<file path="src/rtl/counter_cmd_seq.sv">
// Command sequencer driving a threebitcounter's ld/inc/data_in, expanding LOAD,
// STEP and WAIT host commands into cycle-level strobes while mirroring the count.
module counter_cmd_seq #(
  parameter int WIDTH = 3,
  parameter int CNT_W = 8
) (
  input  logic             clk,
  input  logic             rst,
  input  logic             cmd_valid,
  output logic             cmd_ready,
  input  logic [1:0]       cmd_op,
  input  logic [CNT_W-1:0] cmd_arg,
  input  logic             halt,
  output logic             ld,
  output logic             inc,
  output logic [WIDTH-1:0] data_in,
  output logic             done,
  output logic [WIDTH-1:0] mirror
);

  typedef enum logic [1:0] {S_IDLE, S_LOAD, S_STEP, S_WAIT} state_t;

  localparam logic [1:0] OP_LOAD = 2'b01;
  localparam logic [1:0] OP_STEP = 2'b10;
  localparam logic [1:0] OP_WAIT = 2'b11;

  state_t           state;
  logic [CNT_W-1:0] remaining;
  logic             last;

  assign cmd_ready = (state == S_IDLE) && !rst;
  assign ld        = (state == S_LOAD);

  // inc and done react to halt/rst within the same cycle, so they are decoded
  // from the registered state rather than registered themselves.
  always_comb begin
    // NOTE: every output gets a default first so no path through the case infers a latch.
    last = (remaining <= CNT_W'(1));
    inc  = 1'b0;
    done = 1'b0;
    unique case (state)
      S_LOAD: done = !rst;
      S_STEP: begin
        inc  = (remaining != '0) && !halt && !rst;
        done = !rst && ((remaining == '0) || ((remaining == CNT_W'(1)) && !halt));
      end
      S_WAIT: done = last && !rst;
      default: ;
    endcase
  end

  always_ff @(posedge clk) begin
    // NOTE: non-blocking assignments keep every register sampling pre-edge values.
    if (rst) begin
      state     <= S_IDLE;
      remaining <= '0;
      data_in   <= '0;
      mirror    <= '0;
    end else begin
      unique case (state)
        S_IDLE: begin
          // cmd_ready is implied here: IDLE and not in reset.
          if (cmd_valid) begin
            case (cmd_op)
              OP_LOAD: begin
                data_in <= cmd_arg[WIDTH-1:0];
                state   <= S_LOAD;
              end
              OP_STEP: begin
                remaining <= cmd_arg;
                state     <= S_STEP;
              end
              OP_WAIT: begin
                remaining <= cmd_arg;
                state     <= S_WAIT;
              end
              default: ;
            endcase
          end
        end
        S_LOAD: begin
          mirror <= data_in;
          state  <= S_IDLE;
        end
        S_STEP: begin
          if (inc) begin
            remaining <= remaining - CNT_W'(1);
            mirror    <= mirror + WIDTH'(1);
          end
          if (done) state <= S_IDLE;
        end
        S_WAIT: begin
          if (last) state <= S_IDLE;
          else      remaining <= remaining - CNT_W'(1);
        end
        default: state <= S_IDLE;
      endcase
    end
  end

endmodule

</file>
<file path="config.mk">
export PLATFORM = sky130hd
export DESIGN_NAME = counter_cmd_seq
export DESIGN_NICKNAME = d
export VERILOG_FILES = /design/src/rtl/counter_cmd_seq.sv
export SDC_FILE = /design/constraint.sdc
export NUM_CORES = 1
export LEC_CHECK = 0
export CAP_MARGIN = 20
export CELL_PAD_IN_SITES_DETAIL_PLACEMENT = 0
export CELL_PAD_IN_SITES_GLOBAL_PLACEMENT = 1
export CORE_MARGIN = 2
export CORE_UTILIZATION = 45
export CTS_CLUSTER_SIZE = 10
export DETAILED_ROUTE_END_ITERATION = 12
export DONT_BUFFER_PORTS = 1
export HOLD_SLACK_MARGIN = 0.08
export PLACE_DENSITY = 0.81
export SLEW_MARGIN = 20
export SYNTH_ARGS = -nofsm -noshare
export SYNTH_HDL_FRONTEND = slang
export SYNTH_SLANG_ARGS = --single-unit
</file>
<file path="constraint.sdc">
create_clock -name clk -period 2.6 [get_ports clk]
set_input_delay 0.52 -clock clk [delete_from_list [all_inputs] [get_ports clk]]
set_output_delay 0.52 -clock clk [all_outputs]
set_load 0.01 [all_outputs]
</file>
==> reports/results.tsv <==
metric	value	unit
VDD IR max	426.6	uV
CTS root buf	clkbuf_4	
dominant synthesized flop cell	dfxtp_1	
WL per Instance	15.33	um
Place WS	0.3920	ns
Yosys cell types	34	
largest net degree at the start of global routing	23	
detailed-route DRC error count	0	
total wire length	2345	um
Critical Path Sink Type	output pin	
latest clock arrival within the worst-skew pair	0.29	ns
area leader, netlist	dfxtp_1	
Syn Std Cell Area	1067	um^2
Yosys Warn Count	0	
global placement routability congestion	0.7450	
P&R area growth vs syn	4.923	%
post-synthesis sequential area ratio	30.01	%
Power Density	522.8	nW/um^2
part of the power in registers	47.2	%
synth top area cells	dfxtp_1, ha_1, mux2i_1	
CTS Buffer Depth	2	
GRT overflow	0	
syn avg cell area	8.470	um^2
Crit Path Class	flip-flop to output pin	
final setup fails	0	
initial antenna violation count	0	
# rows	17	
worst slew pin tran	0.5734	ns
Max-cap violations	0	
routed vias	906	
worst reg2reg setup slack	0.46	ns
n_diodes	0	
Critical Path Source Type	flip-flop	
cts repair resizes	0	
Post-CTS Setup Bufs	0	
Die X	52.70	um
sw frac	31.60	%
sequence of cells on the critical path	inv_1, ha_1, nor2_1, nor3_1, nand2b_1, a22oi_1, nor2_1	
Starting Density	47.79	%
die area	2777	um^2
antenna-violating nets left	0	
Clk network pwr share	29.3	%
outcome	completed	
most frequent cells in the layout	dfxtp_1, nor2_1, nand2_1, a21oi_1, ha_1	
#FFs+latches synth	16	
Syn Inst Count	126	
leakage	0.0004270	uW
Die H	52.70	um
Final nets	148	
placed cells	149	
switching pwr	185.0	uW
commonest non-fill, non-tap cell in the layout	dfxtp_1	
setup TNS	0	ns
setup ws final	0.2623	ns
ratio of cells with drive above 1 in the final layout	8.800	%
Req. time, crit path	2.08	ns
Min Hold Slack	0.2818	ns
total nets after synthesis	148	
CTS tree	done	
fmax	427.8	MHz
Global Route Usage Sum	19.02	%
Layout Cells excl Fill	153	
CP max FO	6	
FFs w/ async S/R, synth	0	%
Core ar.	2233	um^2
Post-synth EDFFs	0	
post-synth top area share	30.01	%
clk sink count	16	
number of global-route vias before repair	861	
Tightest Hold Check Type	primary input to flip-flop	
most used cell, CP	nor2_1	
Tcrit/Tclk final	89.91	%
first drt pass iteration count	4	
CTS Hold Bufs	0	
hpwl dp	1728	um
final hold violations	0	
initial detailed-routing violation count	19	
critical path arrival	1.82	ns
pins over their slew limit	0	
Boundary Pins	24	
CTS buffer count	3	
Fin Clk Skew	0.002195	ns
Logic pwr share	23.5	%
RSZ-0062 raised after global routing	no	
Via density	5.922	
cell-internal power	400.4	uW
Final min period	2.338	ns
H-tree depth	1	
Worst-path clk slew	0.10	ns
Max-slew headroom	61.74	%
CP peak stage delay	0.43	ns
slowest stage cell, crit path	dfxtp_1	
port bufs	0	
first-pass GRT wire length	3870	um
## layer usage
layer	global-route usage [%]	vias to the layer above	part of all wire (%)
li1	-	458	-
met1	25.35	423	48
met2	28.75	23	46
met3	7.714	2	6.1
met4	3.846	0	0.47
met5	0	-	0
## per-stage QoR
| step | total power, uW | area, um^2 | util, % |
|---|---|---|---|
| finish | 585.4 | 1120 | 50.14 |
| global route | 625.1 | 1120 | 50.14 |
| CTS | 590.8 | 1120 | 50.14 |
| detailed placement | 419.1 | 1084 | 48.52 |
| global placement | 415.5 | 1084 | 48.52 |
| floorplan | 397.4 | 1067 | - |
## critical path, delay by kind of cell, from the launching register on
| family | cells | cell delay, ns |
|---|---|---|
| flip-flops | 1 | 0.43 |
| AND/OR/NAND/NOR | 4 | 0.53 |
| buffers and inverters | 1 | 0.09 |
| adder cells (fa/ha/maj) | 1 | 0.26 |
| AO/OA/AOI/OAI | 1 | 0.21 |
## area by class of cell
| class | count | area [um^2] |
|---|---|---|
| multi-input cells | 97 | 694.4 |
| repair buffers | 1 | 7.507 |
| fillers | 228 | 1114 |
| well taps | 28 | 35.03 |
| flip-flops and latches | 16 | 320.3 |
| inverters | 7 | 26.28 |
| clock buffers | 4 | 36.28 |
## Yosys cell counts, types with 2 or more instances
| master | n |
|---|---|
| dfxtp_1 | 16 |
| nor2_1 | 13 |
| nand2_1 | 11 |
| a21oi_1 | 10 |
| ha_1 | 8 |
| inv_1 | 7 |
| mux2i_1 | 6 |
| or3_1 | 6 |
| a31oi_1 | 5 |
| clkbuf_1 | 5 |
| a32oi_1 | 4 |
| nor3_1 | 4 |
| nand2b_1 | 3 |
| nor2b_1 | 3 |
| or4b_1 | 3 |
| a211o_1 | 2 |
| nor3b_1 | 2 |
| o32ai_1 | 2 |
## registers in the layout, indices dropped and copies added, names as in the netlist
name	count
data_in	3
remaining	8
mirror	3
state	2
## logic make-up after synthesis
group	Yosys count	share of synthesized area, %
and+or+nand+nor	52	27.55
DFF	16	30.01
AOI/OAI and AO/OA	30	21.46
muxes	7	6.682
buffers and inverters	13	4.925
adders and majority gates	8	9.379
## power by group through the flow
stage	Sequential, uW	Clock, uW	Combinational [uW]
after floorplan	278	0	120
after global placement	282	0	134
after detailed placement	282	0	137
after CTS	276	177	138
after global routing	279	191	155
final	276	171	138
## worst paths after layout
check                      end         start  cells after the start
setup / recovery          done  remaining[0]                      7
hold / removal    remaining[1]           rst                      1
hold reg to reg   remaining[1]  remaining[1]                      2
setup reg to reg  remaining[6]  remaining[0]                      6
Power figures use the tool's default switching activity.
